**config.mk**
```make
export PLATFORM = sky130hd
export DESIGN_NAME = multicycle_control
export DESIGN_NICKNAME = d
export VERILOG_FILES = /design/src/rtl/mc_pkg.sv /design/src/rtl/alu_decoder.sv /design/src/rtl/multicycle_control.sv
export SDC_FILE = /design/constraint.sdc
export NUM_CORES = 1
export LEC_CHECK = 0
export ABC_AREA = 1
export ABC_CLOCK_PERIOD_IN_PS = 1200
export CORE_MARGIN = 2
export CORE_UTILIZATION = 36
export DETAILED_ROUTE_END_ITERATION = 10
export HOLD_SLACK_MARGIN = 0.1
export PLACE_DENSITY = 0.75
export SLEW_MARGIN = 20
export SYNTH_ARGS = -nofsm -noshare
export SYNTH_HDL_FRONTEND = slang
export SYNTH_SLANG_ARGS = --single-unit
```
**constraint.sdc**
```tcl
create_clock -name clk -period 1.2 [get_ports clk]
set_input_delay 0.12 -clock clk [delete_from_list [all_inputs] [get_ports clk]]
set_output_delay 0.12 -clock clk [all_outputs]
set_load 0.005 [all_outputs]
```
**src/rtl/mc_pkg.sv**
```systemverilog
// Shared encodings for the multicycle MIPS-style control unit: states, opcodes,
// funct codes and the datapath select/ULA encodings.
package mc_pkg;

  typedef enum logic [3:0] {
    S_FETCH  = 4'd0,
    S_DECODE = 4'd1,
    S_MEMADR = 4'd2,
    S_MEMRD  = 4'd3,
    S_MEMWB  = 4'd4,
    S_MEMWR  = 4'd5,
    S_EXEC   = 4'd6,
    S_ALUWB  = 4'd7,
    S_BRANCH = 4'd8,
    S_ADDIEX = 4'd9,
    S_ADDIWB = 4'd10,
    S_JUMP   = 4'd11,
    S_HALT   = 4'd12
  } state_t;

  localparam logic [5:0] OP_RTYPE = 6'b000000;
  localparam logic [5:0] OP_LW    = 6'b100011;
  localparam logic [5:0] OP_SW    = 6'b101011;
  localparam logic [5:0] OP_BEQ   = 6'b000100;
  localparam logic [5:0] OP_BNE   = 6'b000101;
  localparam logic [5:0] OP_ADDI  = 6'b001000;
  localparam logic [5:0] OP_J     = 6'b000010;

  localparam logic [5:0] FN_ADD = 6'b100000;
  localparam logic [5:0] FN_SUB = 6'b100010;
  localparam logic [5:0] FN_AND = 6'b100100;
  localparam logic [5:0] FN_OR  = 6'b100101;
  localparam logic [5:0] FN_SLT = 6'b101010;

  localparam logic [2:0] ULA_ADD = 3'b010;
  localparam logic [2:0] ULA_SUB = 3'b110;
  localparam logic [2:0] ULA_AND = 3'b000;
  localparam logic [2:0] ULA_OR  = 3'b001;
  localparam logic [2:0] ULA_SLT = 3'b111;

  localparam logic [1:0] SRCB_REG = 2'b00;
  localparam logic [1:0] SRCB_ONE = 2'b01;
  localparam logic [1:0] SRCB_IMM = 2'b10;

  localparam logic [1:0] PCSRC_ULA    = 2'b00;
  localparam logic [1:0] PCSRC_ALUOUT = 2'b01;
  localparam logic [1:0] PCSRC_JUMP   = 2'b10;

endpackage

```
**src/rtl/alu_decoder.sv**
```systemverilog
// R-type funct to ULAControl decode; funct_ok drops for unsupported functs.
module alu_decoder
  import mc_pkg::*;
(
  input  logic [5:0] funct,
  output logic [2:0] ula_ctrl,
  output logic       funct_ok
);

  always_comb begin
    ula_ctrl = ULA_ADD;
    funct_ok = 1'b1;
    case (funct)
      FN_ADD:  ula_ctrl = ULA_ADD;
      FN_SUB:  ula_ctrl = ULA_SUB;
      FN_AND:  ula_ctrl = ULA_AND;
      FN_OR:   ula_ctrl = ULA_OR;
      FN_SLT:  ula_ctrl = ULA_SLT;
      default: funct_ok = 1'b0;
    endcase
  end

endmodule

```
**src/rtl/multicycle_control.sv**
```systemverilog
// Multicycle control FSM: Moore mux selects, write strobes gated by the en step
// pulse so each write happens exactly once per state.
module multicycle_control
  import mc_pkg::*;
#(
  parameter bit ILLEGAL_HALT = 1'b0
) (
  input  logic       clk,
  input  logic       rst,
  input  logic       en,
  input  logic [5:0] op,
  input  logic [5:0] funct,
  input  logic       zero,
  output logic       IorD,
  output logic       ALUSrcA,
  output logic       RegDst,
  output logic       MemtoReg,
  output logic [1:0] ALUSrcB,
  output logic [1:0] PCSrc,
  output logic [2:0] ULAControl,
  output logic       IRWrite,
  output logic       PCEn,
  output logic       RegWrite,
  output logic       MemWrite,
  output logic       illegal,
  output logic [3:0] state_o
);

  localparam state_t FAULT_NEXT = ILLEGAL_HALT ? S_HALT : S_FETCH;

  state_t     state_q, state_d;
  logic [2:0] fn_ula;
  logic       fn_ok;
  logic       ir_write_s, pc_write_s, reg_write_s, mem_write_s, branch_s, bad_s;
  logic       gate;

  alu_decoder u_alu_decoder (
    .funct    (funct),
    .ula_ctrl (fn_ula),
    .funct_ok (fn_ok)
  );

  always_ff @(posedge clk) begin
    if (rst) state_q <= S_FETCH;
    else     state_q <= state_d;
  end

  always_comb begin
    state_d     = state_q;
    IorD        = 1'b0;
    ALUSrcA     = 1'b0;
    RegDst      = 1'b0;
    MemtoReg    = 1'b0;
    ALUSrcB     = SRCB_REG;
    PCSrc       = PCSRC_ULA;
    ULAControl  = ULA_AND;
    ir_write_s  = 1'b0;
    pc_write_s  = 1'b0;
    reg_write_s = 1'b0;
    mem_write_s = 1'b0;
    branch_s    = 1'b0;
    bad_s       = 1'b0;
    case (state_q)
      S_FETCH: begin
        ALUSrcB    = SRCB_ONE;
        ULAControl = ULA_ADD;
        ir_write_s = 1'b1;
        pc_write_s = 1'b1;
        if (en) state_d = S_DECODE;
      end
      S_DECODE: begin
        ALUSrcB    = SRCB_IMM;
        ULAControl = ULA_ADD;
        case (op)
          OP_LW, OP_SW:   if (en) state_d = S_MEMADR;
          OP_RTYPE:       if (en) state_d = S_EXEC;
          OP_BEQ, OP_BNE: if (en) state_d = S_BRANCH;
          OP_ADDI:        if (en) state_d = S_ADDIEX;
          OP_J:           if (en) state_d = S_JUMP;
          default: begin
            bad_s = 1'b1;
            if (en) state_d = FAULT_NEXT;
          end
        endcase
      end
      S_MEMADR, S_ADDIEX: begin
        ALUSrcA    = 1'b1;
        ALUSrcB    = SRCB_IMM;
        ULAControl = ULA_ADD;
        if (en) begin
          if (state_q == S_ADDIEX) state_d = S_ADDIWB;
          else                     state_d = (op == OP_SW) ? S_MEMWR : S_MEMRD;
        end
      end
      S_MEMRD: begin
        IorD = 1'b1;
        if (en) state_d = S_MEMWB;
      end
      S_MEMWB: begin
        MemtoReg    = 1'b1;
        reg_write_s = 1'b1;
        if (en) state_d = S_FETCH;
      end
      S_MEMWR: begin
        IorD        = 1'b1;
        mem_write_s = 1'b1;
        if (en) state_d = S_FETCH;
      end
      S_EXEC: begin
        ALUSrcA    = 1'b1;
        ULAControl = fn_ula;
        bad_s      = ~fn_ok;
        if (en) state_d = fn_ok ? S_ALUWB : FAULT_NEXT;
      end
      S_ALUWB, S_ADDIWB: begin
        RegDst      = (state_q == S_ALUWB);
        reg_write_s = 1'b1;
        if (en) state_d = S_FETCH;
      end
      S_BRANCH: begin
        ALUSrcA    = 1'b1;
        ULAControl = ULA_SUB;
        PCSrc      = PCSRC_ALUOUT;
        branch_s   = 1'b1;
        if (en) state_d = S_FETCH;
      end
      S_JUMP: begin
        PCSrc      = PCSRC_JUMP;
        pc_write_s = 1'b1;
        if (en) state_d = S_FETCH;
      end
      S_HALT: state_d = S_HALT;
      default: state_d = S_FETCH;
    endcase
  end

  // Strobes are combinational so zero is seen in the same cycle as the write.
  assign gate     = en & ~rst;
  assign IRWrite  = gate & ir_write_s;
  assign RegWrite = gate & reg_write_s;
  assign MemWrite = gate & mem_write_s;
  assign illegal  = gate & bad_s;
  assign PCEn     = gate & (pc_write_s |
                            (branch_s & (op == OP_BEQ) & zero) |
                            (branch_s & (op == OP_BNE) & ~zero));
  assign state_o  = state_q;

endmodule
```
==> results.tsv <==
stage	metric	value	unit
global_routing	antenna_found_initial	0	
cells_and_area	drive_gt1_share	59.5	%
worst_hold_path	min_path_type	in -> reg	
detailed_routing	wl_per_cell	20.9	µm
timing	fin_crit_sh	141	%
cells_and_area	n_fill_cell	72	
yosys	syn_avg_cell_area	4.80	µm²
cells_and_area	mostFrequentLayoutCell	buf_4	
floorplanning	die_area	2490	µm²
timing	tightest_slew	0.244	ns
global_routing	grt_overflow_total	0	
outcome	violations	setup timing	
timing	final_max_slew_viol_count	0	
worst_setup_path	worstSetupStartpointType	flip-flop	
pwr	switching_share	41.7	%
job	drv_cap	0	
yosys	ys_types	17	
yosys	ys_seq_area_share	10.6	%
pwr	p_clk_share	21.3	%
global_routing	grt_max_degree	9	
detailed_routing	detail_route.first_pass.iterations	5	
timing	fmax	592	MHz
yosys	synthesis.nets	174	
floorplanning	ios	36	
timing	tns	-6.34	ns
yosys	ys.warnings.count	0	
timing	skew	0.0107	ns
cells_and_area	fin_area	1840	µm²
pwr	power_switching	354	µW
detailed_routing	num_vias	1704	
global_routing	grt_pass1_wl	6420	µm
pwr	leakage	0.000999	µW
detailed_routing	dr.first_iter.drc_count	118	
placement	place_area	1440	µm²
floorplanning	die_x	49.9	µm
clock_network	clkTransAtPathRegs	0.05	ns
yosys	yosys.area_share.simple	66.0	%
outcome	status	finished with violations	
worst_setup_path	end_kind	flip-flop	
worst_setup_path	crit_arrival	1.85	ns
clock_network	cts_tree	yes	
pwr	combPwrFrac	61.5	%
cells_and_area	final_core_util	92.6	%
timing	slew-limit-headroom	83.7	%
pwr	seq_power_share	17.2	%
clock_network	clock-root-buffer	clkbuf_4	
pwr	p_int	495	µW
timing	period_minus_slack	1.69	ns
detailed_routing	ant_nets	0	
timing	hold_slack	0.576	ns
yosys	muxShareOfSynthArea	0	%
worst_setup_path	crit_type	reg -> reg	
floorplanning	rows	16	
worst_setup_path	worstPathRequired	1.36	ns
cells_and_area	syn2layout_area_growth	142	%
floorplanning	coreArea	1980	µm²
clock_network	clk_path_buf_depth	2	
floorplanning	die_height	49.9	µm
cells_and_area	register_area	95.1	µm²
cells_and_area	final_nets	270	
yosys	synth_top_family_by_area	simple AND/OR/NAND/NOR gates	
timing	grt_setup_unrepaired	true	
yosys	synthAdderAreaFrac	0	%
yosys	syn_inst	158	
cells_and_area	n_antenna_cell	0	
clock_network	clock_sinks	4	
pwr	vdd_ir_drop_max	814	µV
timing	hold_viol	0	
yosys	synth_seq_cells	4	
timing	fin_ws	-0.490	ns
yosys	synthXorXnorAreaFrac	0	%
yosys	syn-cell-area	758	µm²
detailed_routing	post-route-drc-count	0	
cells_and_area	final_cell_mix	40 x buf_4, 30 x nand2_1, 21 x buf_6	
global_routing	track_usage	32.9	%
placement	gp_congestion	0.911	
clock_network	cts_buffers	3	
worst_setup_path	crit_fanout	6	
timing	setup_viol	20	
cells_and_area	multi_input_area	778	µm²
clock_network	h-tree-depth	1	
pwr	powerDensity	462	nW/µm²
pwr	p_total	848	µW
detailed_routing	wl	5820	µm
placement	post-dp-hpwl	2370	µm
clock_network	clock_latency	0.25	ns
floorplanning	start_util	38.3	%
global_routing	grt_pass1_vias	1417	
yosys	synth-compound-area-share	7.59	%
cells_and_area	largest_register_ffs	4	
placement	numPortBuffers	35	
detailed_routing	via_per_inst	6.11	
[logic make-up after synthesis]
logic type      count (synthesis)
compound gates                 11
buf+inv                        31
flops                           4
simple gates                  112
[synth_stat cells]
cell / count / area [µm²]
a21oi_1: 9 / 45.0
buf_4: 1 / 7.51
clkinv_1: 1 / 3.75
dfxtp_1: 4 / 80.1
inv_1: 23 / 86.3
inv_2: 6 / 22.5
nand2_1: 45 / 169
nand2_2: 4 / 25.0
nand3_1: 23 / 115
nand4_1: 6 / 37.5
nor2_1: 27 / 101
nor2_2: 3 / 18.8
nor2_4: 1 / 11.3
nor3_2: 1 / 10.0
o21ai_0: 1 / 5.00
o21bai_1: 1 / 7.51
or2_2: 2 / 12.5
[path summary, 6_finish.rpt]
check / cells past startpoint / startpoint / slack (ns) / to
setup reg to reg: 10 / state_o[2] / -0.49 / state_o[1]
hold / removal: 7 / op[4] / 0.58 / state_o[2]
hold reg to reg: 3 / state_o[0] / 0.68 / state_o[0]
setup / recovery: 10 / state_o[2] / -0.49 / state_o[1]
[power by group through the flow]
stage	combinational [µW]	sequential, µW	clock (µW)
4_1_cts	410	144	174
3_3_place_gp	356	147	0
5_1_grt	538	146	187
3_5_place_dp	366	147	0
6_report	522	146	181
2_1_floorplan	140	151	0
[timing repair]
| action | 4_1_cts | 5_1_grt |
|---|---|---|
| pin swaps | 18 | 16 |
| setup endpoints to repair | 24 | 21 |
| gates resized for setup | 107 | 60 |
| hold endpoints to repair | 0 | 0 |
| hold buffers | 0 | 0 |
| buffers inserted | 13 | 8 |
[worst max-delay path, stage by stage, from the launching register on]
cell     delay, ns
dfxtp_4       0.41
nor2_4        0.07
buf_4         0.14
nand2_2       0.08
buf_6         0.12
nand2_1       0.10
nor3_2        0.21
nand2_2       0.13
nand2_4       0.13
nand2_2       0.08
a21oi_2       0.14
[metrics by stage]
stage	std cells	setup WS (ns)
final	279	-0.490
after global routing	279	-0.594
after CTS	274	-0.363
after detailed placement	258	-0.818
after global placement	258	-0.741
after floorplan	158	-0.0594
[routing by layer]
metal  part of all wire (%)  wire length [µm]  global-route usage, %  vias to the layer above
li1                       -                 -                      -                      690
met1                     34              2000                   37.3                      755
met2                     45              2610                   63.1                      195
met3                     11               645                   4.85                       64
met4                    9.6               561                   7.87                        0
met5                      0                 0                      0                        -
[area by class of cell]
| class | instances | share of cell area, % |
|---|---|---|
| inverters | 30 | 6.75 |
| multi-input cells | 123 | 42.4 |
| flip-flops and latches | 4 | 5.18 |
| clock buffers | 3 | 1.23 |
| repair buffers | 92 | 42.6 |
| well taps | 27 | 1.84 |
Note: power is estimated with default switching activity, not from simulation.
